## src/rtl/arm_pipeline_pkg.sv

```systemverilog
// Shared definitions for the instruction-fetch front end.
//   INSTR_W       instruction width
//   NOP_INSTR     value presented on out_instr when no entry is valid
//   PC_STEP       sequential PC increment
//   fetch_entry_t one queued fetch: {pc, instr}
package arm_pipeline_pkg;

  localparam int INSTR_W = 32;
  localparam logic [INSTR_W-1:0] NOP_INSTR = 32'h0;
  localparam logic [31:0] PC_STEP = 32'd4;

  typedef struct packed {
    logic [31:0]        pc;
    logic [INSTR_W-1:0] instr;
  } fetch_entry_t;

endpackage

```

## src/rtl/fetch_fifo.sv

```systemverilog
// fetch_fifo: DEPTH-entry queue of fetch_entry_t with a synchronous flush.
// Ports:
//   clk, reset      rising-edge clock, asynchronous active-high reset
//   flush           empties the queue at the next edge; overrides push/pop
//   push, wr_data   enqueue wr_data (caller guarantees not full)
//   pop             dequeue head (caller guarantees not empty)
//   head            entry at rd_ptr, combinational view
//   count           number of valid entries, 0..DEPTH
module fetch_fifo
  import arm_pipeline_pkg::*;
#(
  parameter int DEPTH = 4,
  parameter int CNT_W = $clog2(DEPTH) + 1
) (
  input  logic               clk,
  input  logic               reset,
  input  logic               flush,
  input  logic               push,
  input  fetch_entry_t       wr_data,
  input  logic               pop,
  output fetch_entry_t       head,
  output logic [CNT_W-1:0]   count
);

  localparam int PTR_W = $clog2(DEPTH);

  fetch_entry_t     storage [DEPTH];
  logic [PTR_W-1:0] wr_ptr;
  logic [PTR_W-1:0] rd_ptr;

  // Entry contents need no reset: every read is qualified by count.
  always_ff @(posedge clk) begin
    if (push && !flush) begin
      storage[wr_ptr] <= wr_data;
    end
  end

  // DEPTH is a power of two, so pointer wrap is the natural overflow.
  always_ff @(posedge clk or posedge reset) begin
    if (reset) begin
      wr_ptr <= '0;
      rd_ptr <= '0;
      count  <= '0;
    end else if (flush) begin
      wr_ptr <= '0;
      rd_ptr <= '0;
      count  <= '0;
    end else begin
      if (push) wr_ptr <= wr_ptr + 1'b1;
      if (pop)  rd_ptr <= rd_ptr + 1'b1;
      if (push && !pop)      count <= count + 1'b1;
      else if (pop && !push) count <= count - 1'b1;
    end
  end

  assign head = storage[rd_ptr];

endmodule

```

## src/rtl/fetch_queue_unit.sv

```systemverilog
// fetch_queue_unit: instruction-fetch front end. Owns the PC, drives the
// instruction-memory address, buffers {pc, instr} pairs in a small queue and
// hands them to decode over a valid/ready handshake. A redirect flushes the
// queue and reloads the PC.
// Ports:
//   clk, reset                rising-edge clock, asynchronous active-high reset
//   fetch_enable              fetch / PC advance permitted this cycle
//   imem_addr, imem_instr     instruction memory (combinational read)
//   redirect_valid/_pc        taken branch: flush and load target
//   out_valid/_ready          head handshake toward decode
//   out_instr/_pc/_pc_plus_4  head entry, zero when !out_valid
//   perf_fetches/_flushes/_full_cyc  saturating event counters
// Optional feature: define FETCH_QUEUE_PERF_EN to build the performance
// counters; otherwise the perf_* ports are tied to zero.
module fetch_queue_unit
  import arm_pipeline_pkg::*;
#(
  parameter int          DEPTH    = 4,
  parameter int          ADDR_W   = 8,
  parameter logic [31:0] RESET_PC = 32'h0
) (
  input  logic               clk,
  input  logic               reset,
  input  logic               fetch_enable,
  output logic [ADDR_W-1:0]  imem_addr,
  input  logic [INSTR_W-1:0] imem_instr,
  input  logic               redirect_valid,
  input  logic [31:0]        redirect_pc,
  output logic               out_valid,
  input  logic               out_ready,
  output logic [INSTR_W-1:0] out_instr,
  output logic [31:0]        out_pc,
  output logic [31:0]        out_pc_plus_4,
  output logic [31:0]        perf_fetches,
  output logic [15:0]        perf_flushes,
  output logic [31:0]        perf_full_cyc
);

  localparam int CNT_W = $clog2(DEPTH) + 1;

  logic [31:0]      pc;
  logic [CNT_W-1:0] count;
  logic             full;
  logic             push;
  logic             pop;
  fetch_entry_t     head;
  fetch_entry_t     wr_data;

  // A full queue never pushes, even if the head pops this cycle; the freed
  // slot is used on the following cycle. Redirect suppresses both sides.
  assign full      = (count == CNT_W'(DEPTH));
  assign out_valid = (count != '0);
  assign push      = fetch_enable && !full && !redirect_valid;
  assign pop       = out_valid && out_ready && !redirect_valid;

  assign wr_data.pc    = pc;
  assign wr_data.instr = imem_instr;

  fetch_fifo #(
    .DEPTH (DEPTH),
    .CNT_W (CNT_W)
  ) u_fifo (
    .clk     (clk),
    .reset   (reset),
    .flush   (redirect_valid),
    .push    (push),
    .wr_data (wr_data),
    .pop     (pop),
    .head    (head),
    .count   (count)
  );

  always_ff @(posedge clk or posedge reset) begin
    if (reset) begin
      pc <= RESET_PC;
    end else if (redirect_valid) begin
      pc <= redirect_pc;
    end else if (push) begin
      pc <= pc + PC_STEP;
    end
  end

  assign imem_addr = pc[ADDR_W-1:0];

  assign out_instr     = out_valid ? head.instr : NOP_INSTR;
  assign out_pc        = out_valid ? head.pc : 32'h0;
  assign out_pc_plus_4 = out_valid ? (head.pc + PC_STEP) : 32'h0;

`ifdef FETCH_QUEUE_PERF_EN
  logic [31:0] fetches_cnt;
  logic [15:0] flushes_cnt;
  logic [31:0] full_cnt;

  // All counters saturate at all-ones rather than wrapping.
  always_ff @(posedge clk or posedge reset) begin
    if (reset) begin
      fetches_cnt <= '0;
      flushes_cnt <= '0;
      full_cnt    <= '0;
    end else begin
      if (push && (fetches_cnt != '1))           fetches_cnt <= fetches_cnt + 1'b1;
      if (redirect_valid && (flushes_cnt != '1)) flushes_cnt <= flushes_cnt + 1'b1;
      if (fetch_enable && full && (full_cnt != '1)) full_cnt <= full_cnt + 1'b1;
    end
  end

  assign perf_fetches  = fetches_cnt;
  assign perf_flushes  = flushes_cnt;
  assign perf_full_cyc = full_cnt;
`else
  assign perf_fetches  = 32'h0;
  assign perf_flushes  = 16'h0;
  assign perf_full_cyc = 32'h0;
`endif

endmodule

```

## config.mk

```make
export PLATFORM = sky130hd
export DESIGN_NAME = fetch_queue_unit
export DESIGN_NICKNAME = d
export VERILOG_FILES = /design/src/rtl/arm_pipeline_pkg.sv /design/src/rtl/fetch_fifo.sv /design/src/rtl/fetch_queue_unit.sv
export SDC_FILE = /design/constraint.sdc
export NUM_CORES = 1
export LEC_CHECK = 0
export CAP_MARGIN = 20
export CORE_UTILIZATION = 47
export CTS_CLUSTER_SIZE = 24
export DETAILED_ROUTE_END_ITERATION = 12
export MAX_ROUTING_LAYER = met4
export PLACE_DENSITY = 0.86
export SYNTH_ARGS = -nofsm -noshare
export SYNTH_HDL_FRONTEND = slang
export SYNTH_SLANG_ARGS = --single-unit
```

## constraint.sdc

```tcl
create_clock -name clk -period 3.4 [get_ports clk]
set_input_delay 0.34 -clock clk [delete_from_list [all_inputs] [get_ports clk]]
set_output_delay 0.34 -clock clk [all_outputs]
set_load 0.02 [all_outputs]
```

==> impl_results.md, run 1 <==
- RSZ-0062 raised after global routing: yes
- Total grt overflow: 0
- Die width: 170.6 µm
- Crit. Startpoint: u_fifo.rd_ptr[0]
- Clock sinks: 295
- Yosys top cell area share: 57.51%
- Initial Util: between 40% and 50%
- Setup TNS: -1.322 ns
- Most common cell in the netlist: edfxtp_1
- Die height: 170.6 µm
- Largest net degree at the start of global routing: 53
- #FFs+latches synth: 295
- CTS root buf: clkbuf_16
- Max-Cap Viols: 0
- Worst setup endpoint: out_pc_plus_4[28]
- Fin cells: 1508
- Clock Skews: slightly above 0.009 ns
- # IOs: 254
- Tmin final: 3.593 ns
- Post-DP HPWL: ~21000 µm
- Ys flop type: edfxtp_1
- Avg Cell Area, Syn: 15.09 µm²
- Vias/cell: around 5.5
- Reg clk slew, reported paths: 0.06 ns
- Core Footprint: 27860 µm²
- Number of port buffers: between 150 and 200
- Simple-gate share of the synthesized area: between 10% and 20%
- Area grow syn2layout: 25.03%
- Largest family of logic cells by synthesized area: multiplexers
- Number of synthesis warnings: 0
- Synth cell count leaders: 256 x edfxtp_1, 90 x buf_4, 74 x and2_1, 60 x mux4_2, 43 x nand2_1
- Pwr Total: around 13000 µW
- Worst-Margin Slew: 0.7292 ns
- Num rows: between 60 and 70
- Vias in the first global route: around 8200
- DRC viols: 0
- Post-route setup slack: -0.1931 ns
- Initial antenna violation count: 4
- Max VDD drop: about 0.47 mV
- Failing checks: setup timing
- First DRT Iteration DRCs: 679
- Die ar.: 29120 µm²
- Worst skew pair latency: 0.54 ns
- First-pass GRT wire length: around 47000 µm
- Leakage power: 0.005802 µW
- CTS tree: built
- Worst R2R Path Depth: 5
- Synth Instances: between 800 and 900
- Hold_ws: 0.3538 ns
- Status: finished with violations
- CP required: 3.06 ns
- Placed cell count: 1446
- Fillcell total: 1994
- First-pass iteration count of the detailed router: 5
- Hold Vio Cnt, Final: 0
- Power Density: 791.6 nW/µm²
- Final Cycle Share: 105.7%
- R2r startpoint: pc[6]
- Adder-Cell Fraction of Synth Area: 0.7114%
- Worst Setup Start Kind: register
- CP Capture Type: output pin
- Post-synthesis cell type count: 49
- Cts bufs inserted: 28
- Synth Cell Area: approximately 13000 µm²
- GRT Util Overall: 22.37%
- CTS max path bufs: 3
- Critical Path AT: 3.25 ns
- Antenna-violating nets left: 0
- Post-synthesis mux area share: 11.39%
- Final wirelength: between 30000 and 40000 µm
- Synth area leader: edfxtp_1
- Nets: between 1000 and 1500
- Number of synthesized flops with an enable pin: around 260
- Ys async rst share: between 10% and 20%
- Top post-synthesis cells by area: edfxtp_1 58%, mux4_2 10%, dfrtp_1 7.3%, buf_4 5.1%, and2_1 3.5%
- XOR/XNOR Fraction of Synth Area: 2.097%
- Critical path fanouts, max: 8
- Final core utilization: 59.99%
- Wire per inst: between 20 and 25 µm
- Final Max Slew Viols: 0
- Reg2reg end: pc[28]
- Setup Viol. Count Final: 11
- Register area share after synthesis: between 60% and 70%
- Worst reg-to-reg setup slack: 0.78 ns
- Crit path kind: reg -> out
- Placer Congestion: between 0.8 and 0.9
- Fmax: 278.3 MHz
- Tightest Hold Check Type: in -> reg
- Via count: 8320
- Compound-Gate Fraction of Synth Area: around 3.3%
- CTS H-Tree Depth: 1
- Slew Limit Headroom: between 50 and 60%
- Layout cells sized above 1: 20.32%
==> metal layers <==
layer / vias to the layer above / GRT usage [%] / part of all wire [%]
met3: 64 / 4.094 / 8.4
met2: 478 / 38.23 / 52
met5: - / - / 0
li1: 3629 / - / -
met1: 4149 / 26.86 / 37
met4: 0 / 7.246 / 2.5
==> registers in the layout (all words and copies together), names as in the netlist <==
register / flops
u_fifo.rd_ptr: 2
pc: 32
u_fifo.storage: 256
u_fifo.wr_ptr: 2
u_fifo.count: 3
==> kinds of logic after synthesis <==
| logic type | count (synthesis) |
|---|---|
| fa+ha+maj | 7 |
| mux | 70 |
| compound gates | 77 |
| simple gates | 255 |
| xor+xnor | 32 |
| flops | 295 |
| buf+inv | 149 |
| other cells | 1 |
==> worst min-delay path by stage <==
stage | start | end | slack, ns | cells after the start
6_report | redirect_pc[6] | pc[6] | 0.35 | 3
5_1_grt | redirect_pc[25] | pc[25] | 0.35 | 3
4_1_cts | redirect_pc[6] | pc[6] | 0.34 | 3
3_5_place_dp | pc[1] | u_fifo.storage[0][33] | 0.55 | 0
3_3_place_gp | pc[31] | u_fifo.storage[2][63] | 0.52 | 0
2_1_floorplan | imem_instr[0] | u_fifo.storage[0][0] | 0.44 | 0
==> placed cells by master (no fill, tap or decap), drive strengths merged, types with 15 or more instances in the layout <==
master and n:
nand4 15, conb 80, or3 15, nand2 43, mux4 64, edfxtp 256
a21oi 19, buf 81, clkdlybuf4s50 148, clkbuf 43, dfrtp 39, nor2 38
nand3 25, and2 74, xnor2 21, inv 19, o21ai 37
==> timing repair <==
action / 4_1_cts / 5_1_grt
gates cloned: 0 / 2
endpoints found under the setup margin: 57 / 19
pin swaps: 3 / 12
buffers inserted: 2 / 1
hold buffers: 0 / 1
gates resized for setup: 94 / 28
endpoints found under the hold margin: 0 / 1
==> through the flow <==
stage / worst slack [ns] / area (µm²)
final: -0.1931 / 16710
after global routing: -0.2447 / 16710
after CTS: -0.1420 / 16560
after detailed placement: -0.06277 / 15530
after global placement: -0.007533 / 15530
after floorplan: 0.1981 / 13660
==> layout make-up <==
type                            instances  area (µm²)  share of cell area, %
Clock inverter                         10       171.4                  1.026
Antenna cell                            3       7.507                0.04492
Multi-Input combinational cell        521        4179                  25.01
Timing Repair Buffer                  240        2328                  13.93
Inverter                               19       71.32                 0.4267
Tap cell                              378       473.0                  2.830
Clock buffer                           42       813.3                  4.866
Sequential cell                       295        8668                  51.87
==> critical path: stages (launching register included) <==
cell,delay (ns)
dfrtp_4,0.58
buf_4,0.17
mux4_2,0.45
nand3_4,0.11
or4_4,0.55
or4_4,0.51
a21oi_2,0.17
buf_4,0.16
==> where the power goes <==
part,total [µW],internal [µW],switching [µW]
combinational,5510,2560,2950
clock,3270,1960,1310
sequential,4450,4240,211
total,13200,8750,4480
(Power assumes the default switching activity.)
==> inputs of run 2 (changes only) <==
==> constraint.sdc (replaced) <==
create_clock -name clk -period 3.4 [get_ports clk]
set_input_delay 0.34 -clock clk [delete_from_list [all_inputs] [get_ports clk]]
set_output_delay 0.34 -clock clk [all_outputs]
set_load 0.005 [all_outputs]
==> run 2 against run 1 <==
Effect of this change:
- the run still ends with setup timing left
- critical path depth grew 2
- count of clock-buffer cells in the layout shrank 5
- sequential power is essentially flat
- non-clock buffer count grew 8
- final area grew 0.94%
- combinational power shrank 14%
- maximum frequency grew 2.2%
- routed wire length shrank 1.7%
==> impl_results.md, run 2 (synthesis gave the netlist of run 1 again) <==
- Vias/cell: approximately 5.4
- CTS root buf: clkbuf_16
- Final core utilization: 60.55%
- CP max-delay cell: or4_4
- Area post-placement: 15460 µm²
- Hold_ws: roughly 0.045 ns
- Hold Vio Cnt, Final: 0
- Critical Path AT: 3.17 ns
- CTS Hold Bufs: 0
- Post-route setup slack: -0.1148 ns
- Placer Congestion: 0.8715
- Cts bufs inserted: 29
- Worst-Margin Slew: ~0.61 ns
- Tmin final: 3.515 ns
- Max reg flops: 256
- Initial antenna violation count: 3
- CP Capture Type: output pin
- Most used cell, CP: buf_6
- Power Density: 736.5 nW/µm²
- First-pass iteration count of the detailed router: 7
- Slew Limit Headroom: between 50% and 60%
- Leakage power: between 0.005 and 0.006 µW
- CTS tree: built
- CTS H-Tree Depth: 1
- RSZ-0062 raised after global routing: yes
- Num rows: 61
- First-pass GRT wire length: 47790 µm
- Placed cell count: 1435
- Worst reg-to-reg setup slack: 0.57 ns
- DRC viols: 0
- # IOs: around 250
- Final wirelength: 31560 µm
- Critical path fanouts, max: 7
- Worst skew pair latency: roughly 0.56 ns
- Initial Util: 47.98%
- Wire per inst: 20.82 µm
- Die height: 170.6 µm
- Reg clk slew, reported paths: 0.06 ns
- Max stage delay on crit path: about 0.6 ns
- Setup Viol. Count Final: 11
- Largest net degree at the start of global routing: 54
- DP Worst Slack: 0.03760 ns
- Top Registers: u_fifo.storage (256), pc (32), u_fifo.count (3)
- Most frequent cells in the layout: 256 x edfxtp_1, 151 x clkdlybuf4s50_1, 80 x conb_1
- Fmax: 284.5 MHz
- Status: finished with violations
- Worst Setup Start Kind: register
- Worst setup endpoint: out_pc_plus_4[31]
- Fin cells: 1516
- Post-DP HPWL: around 20000 µm
- Antenna-violating nets left: 0
- Worst R2R Path Depth: 9
- Number of port buffers: 173
- Total grt overflow: 0
- Reg2reg end: u_fifo.count[2]
- Layout cells sized above 1: 21.50%
- Via count: 8260
- Final Max Slew Viols: 0
- Final Cycle Share: 103.4%
- Commonest non-fill, non-tap cell in the layout: edfxtp_1
- Area grow syn2layout: 26.20%
- Crit. Startpoint: u_fifo.rd_ptr[0]
- Die width: 170.6 µm
- Failing checks: setup timing
- Clock sinks: around 300
- R2r startpoint: u_fifo.count[2]
- Finished Cell Area: 16870 µm²
- Max-Cap Viols: 0
- Core Footprint: 27860 µm²
- Critical Path, Cell by Cell: buf_6, mux4_2, nand3_4, or4_4, buf_6, buf_4, o31ai_1, a21oi_1, buf_2
- First DRT Iteration DRCs: roughly 600
- Clock Skews: 0.01595 ns
- Tightest Hold Check Type: in -> async
- CP required: 3.06 ns
- Max VDD drop: 0.4917 mV
- Biggest register: u_fifo.storage
- Die ar.: around 29000 µm²
- Crit path kind: reg -> out
- GRT Util Overall: between 20% and 30%
- CTS max path bufs: 3
- Vias in the first global route: 8383
- Nets: 1190
## run 2: cell types whose count changed in the layout (fill, tap and decap cells not counted), moves of 4 or more
cell             delta
buf_4               -9
clkdlybuf4s15_1     +4
buf_2               +5
dlygate4sd2_1       -4
buf_6               +7
clkbuf_8            -6
## run 2: power breakdown
group          leakage [µW]  switching [µW]  internal [µW]  total [µW]
Sequential          0.00279             199           4240        4440
Clock              0.000468            1340           1890        3230
Combinational       0.00264            2160           2600        4760
Total               0.00590            3700           8720       12400
## run 2: worst min-delay path by stage
stage / startpoint / end / slack (ns) / cells past startpoint
global route: reset / pc[1] / 0.06 / 2
finish: reset / pc[1] / 0.04 / 2
floorplan: imem_instr[0] / u_fifo.storage[0][0] / 0.44 / 0
global placement: pc[26] / u_fifo.storage[2][58] / 0.53 / 0
detailed placement: pc[26] / u_fifo.storage[0][58] / 0.55 / 0
CTS: redirect_pc[7] / pc[7] / 0.34 / 3
## run 2: metal layers
layer	wire (µm)	vias to the layer above	global-route usage (%)	part of all wire (%)
met4	924	0	8.304	2.9
met1	12060	4117	27.37	38
li1	-	3645	-	-
met2	16390	420	37.37	52
met5	0	-	-	0
met3	2191	78	4.395	6.9
## run 2: layout make-up
| cell class | instances | area [µm²] |
|---|---|---|
| flip-flops and latches | 295 | 8668 |
| multi-input cells | 521 | 4263 |
| fillers | 1987 | 10990 |
| clock buffers | 37 | 755.7 |
| inverters | 19 | 71.32 |
| repair buffers | 248 | 2430 |
| well taps | 378 | 473.0 |
| diodes | 3 | 7.507 |
| clock inverters | 15 | 200.2 |
## run 2: worst max-delay path, delay by kind of cell (launching register included)
kind	cells	cell delay, ns
simple gates	2	0.68
compound gates	2	0.39
buf+inv	4	0.58
mux	1	0.42
flops	1	0.56
## run 2: stage by stage
stage          power [µW]  setup TNS [ns]
4_1_cts             12360          -1.292
5_1_grt             12990          -1.842
3_3_place_gp         8890               0
6_report            12420         -0.7124
2_1_floorplan        6701               0
3_5_place_dp         8985               0
## run 2: timing repair
action                     CTS  global route
buffers inserted            20             5
gates resized for setup     95            39
setup endpoints to repair   53            57
cloned                       1             1
pin swaps                   23             9
==> inputs of run 3 (changes only) <==
--- a/config.mk
+++ b/config.mk
@@ -11,6 +11,7 @@
 export DETAILED_ROUTE_END_ITERATION = 12
 export MAX_ROUTING_LAYER = met4
 export PLACE_DENSITY = 0.86
+export SLEW_MARGIN = 20
 export SYNTH_ARGS = -nofsm -noshare
 export SYNTH_HDL_FRONTEND = slang
 export SYNTH_SLANG_ARGS = --single-unit
==> run 3 against run 2 <==
Effect of this change:
- the flow still finishes with violations (setup timing)
- first-iteration DRC count down 1.3%
- sequential cell count stayed put
- global-route usage did not move
- combinational power about the same
- count of clock-buffer cells in the layout is the same
- total power about the same
- critical endpoint unchanged
==> impl_results.md, run 3 (synthesis gave the netlist of run 1 again) <==
- Status: finished with violations
- Failing checks: setup timing
- Initial antenna violation count: 3
- First-pass iteration count of the detailed router: 5
- Layout cells sized above 1: 21.52%
- Worst reg-to-reg setup slack: 0.58 ns
- Number of port buffers: 173
- Reg clk slew, reported paths: 0.06 ns
- Nets: 1189
- Tmin final: 3.522 ns
- CTS tree: built
- Most used cell, CP: buf_6
- Initial Util: 47.98%
- Max stage delay on crit path: 0.59 ns
- Antenna-violating nets left: 0
- Post-route setup slack: -0.1221 ns
- CP Capture Type: output pin
- First-pass GRT wire length: 47790 µm
- Worst Setup Start Kind: register
- Worst-Margin Slew: between 0.6 and 0.7 ns
- Placed cell count: 1435
- Max VDD drop: approximately 0.49 mV
- Cts bufs inserted: 29
- Vias in the first global route: approximately 8400
- Critical Path, Cell by Cell: buf_6, mux4_2, nand3_4, or4_4, buf_6, or4_1, a21oi_1, buf_2
- Clock Skews: approximately 0.015 ns
- Fin cells: 1515
- Post-DP HPWL: between 15000 and 20000 µm
- GRT Util Overall: around 22%
- Max reg flops: 256
- Setup Viol. Count Final: 12
- Crit path kind: reg -> out
- Most frequent cells in the layout: 256 x edfxtp_1, 151 x clkdlybuf4s50_1, 80 x conb_1
- Critical path fanouts, max: 7
- Vias/cell: about 5.4
- CTS max path bufs: 3
- Placer Congestion: 0.8715
- Tightest Hold Check Type: in -> async
- First DRT Iteration DRCs: 606
- Clock sinks: 295
- CP max-delay cell: or4_4
- # IOs: 254
- Commonest non-fill, non-tap cell in the layout: edfxtp_1
- Core Footprint: around 28000 µm²
- Die ar.: 29120 µm²
- Top Registers: u_fifo.storage (256), pc (32), u_fifo.count (3)
- Final wirelength: about 32000 µm
- Via count: 8252
- RSZ-0062 raised after global routing: yes
- Num rows: 61
- Biggest register: u_fifo.storage
- Leakage power: ~0.006 µW
- Worst skew pair latency: approximately 0.56 ns
- Critical Path AT: 3.18 ns
- Hold Vio Cnt, Final: 0
- Setup TNS: -0.7776 ns
- Wire per inst: approximately 21 µm
- Die height: 170.6 µm
- Final Cycle Share: 103.6%
- DRC viols: 0
- Fmax: 283.9 MHz
- Total grt overflow: 0
- CTS H-Tree Depth: 1
- Die width: 170.6 µm
- Max-Cap Viols: 0
- Slew Limit Headroom: 58.27%
- Final Max Slew Viols: 0
- CP required: 3.06 ns
- Area grow syn2layout: 25.99%
- CTS root buf: clkbuf_16
- Power Density: 737.6 nW/µm²
- Largest net degree at the start of global routing: 54
==> run 3: cell count changes in the layout (fill, tap and decap cells not counted) <==
| cell | before | now |
|---|---|---|
| buf_16 | 2 | 1 |
| inv_1 | 18 | 17 |
| inv_2 | 1 | 2 |
==> run 3: power by group <==
group          total, µW  internal, µW  switching [µW]
registers           4440          4240             200
clock network       3230          1890            1340
logic               4760          2600            2160
==> run 3: final timing paths <==
| kind | from | endpoint | depth (start not counted) |
|---|---|---|---|
| worst max-delay path | u_fifo.rd_ptr[0] | out_pc_plus_4[31] | 8 |
| worst min register to register | pc[26] | u_fifo.storage[0][58] | 0 |
| worst min-delay path | reset | pc[1] | 2 |
| max in group asynchronous | reset | pc[13] | 3 |
| min in group clk | redirect_pc[7] | pc[7] | 3 |
| worst max register to register | u_fifo.count[2] | u_fifo.count[2] | 9 |
==> run 3: final cells by class <==
cell class | count | area [µm²]
multi-input combinational | 521 | 4263
antenna | 3 | 7.507
fill | 1988 | 11020
inverter | 19 | 71.32
clock buffer | 37 | 755.7
tap | 378 | 473.0
sequential | 295 | 8668
clock inverter | 15 | 200.2
timing repair buffer | 247 | 2402
==> run 3: per-stage QoR <==
step | power (µW) | util [%] | hold WS [ns] | cell area [µm²] | setup WS, ns
after floorplan | 6701 | - | 0.4389 | 13660 | 0.1981
after global placement | 8890 | 55.49 | 0.5313 | 15460 | 0.08137
after detailed placement | 8985 | 55.49 | 0.5520 | 15460 | 0.03760
after CTS | 12360 | 59.86 | 0.3393 | 16680 | -0.1609
after global routing | 12980 | 60.45 | 0.2462 | 16840 | -0.1910
final | 12420 | 60.45 | 0.1903 | 16840 | -0.1221
==> run 3: routing by layer <==
layer	part of all wire, %	track usage [%]
met5	0	-
met4	2.8	8.304
met3	6.7	4.395
met2	52	37.37
met1	38	27.37
==> run 3: repair_timing <==
action,in CTS,in global routing
setup endpoints to repair,53,57
cloned,1,1
buffers inserted,20,5
hold buffers,0,0
pin swaps,23,9
resized for setup,95,39
==> run 3: worst max-delay path, delay by kind of cell (launching register included) <==
family,cells,cell delay [ns]
muxes,1,0.43
buffers and inverters,3,0.44
AOI/OAI and AO/OA,1,0.13
DFF,1,0.56
and+or+nand+nor,3,1.08
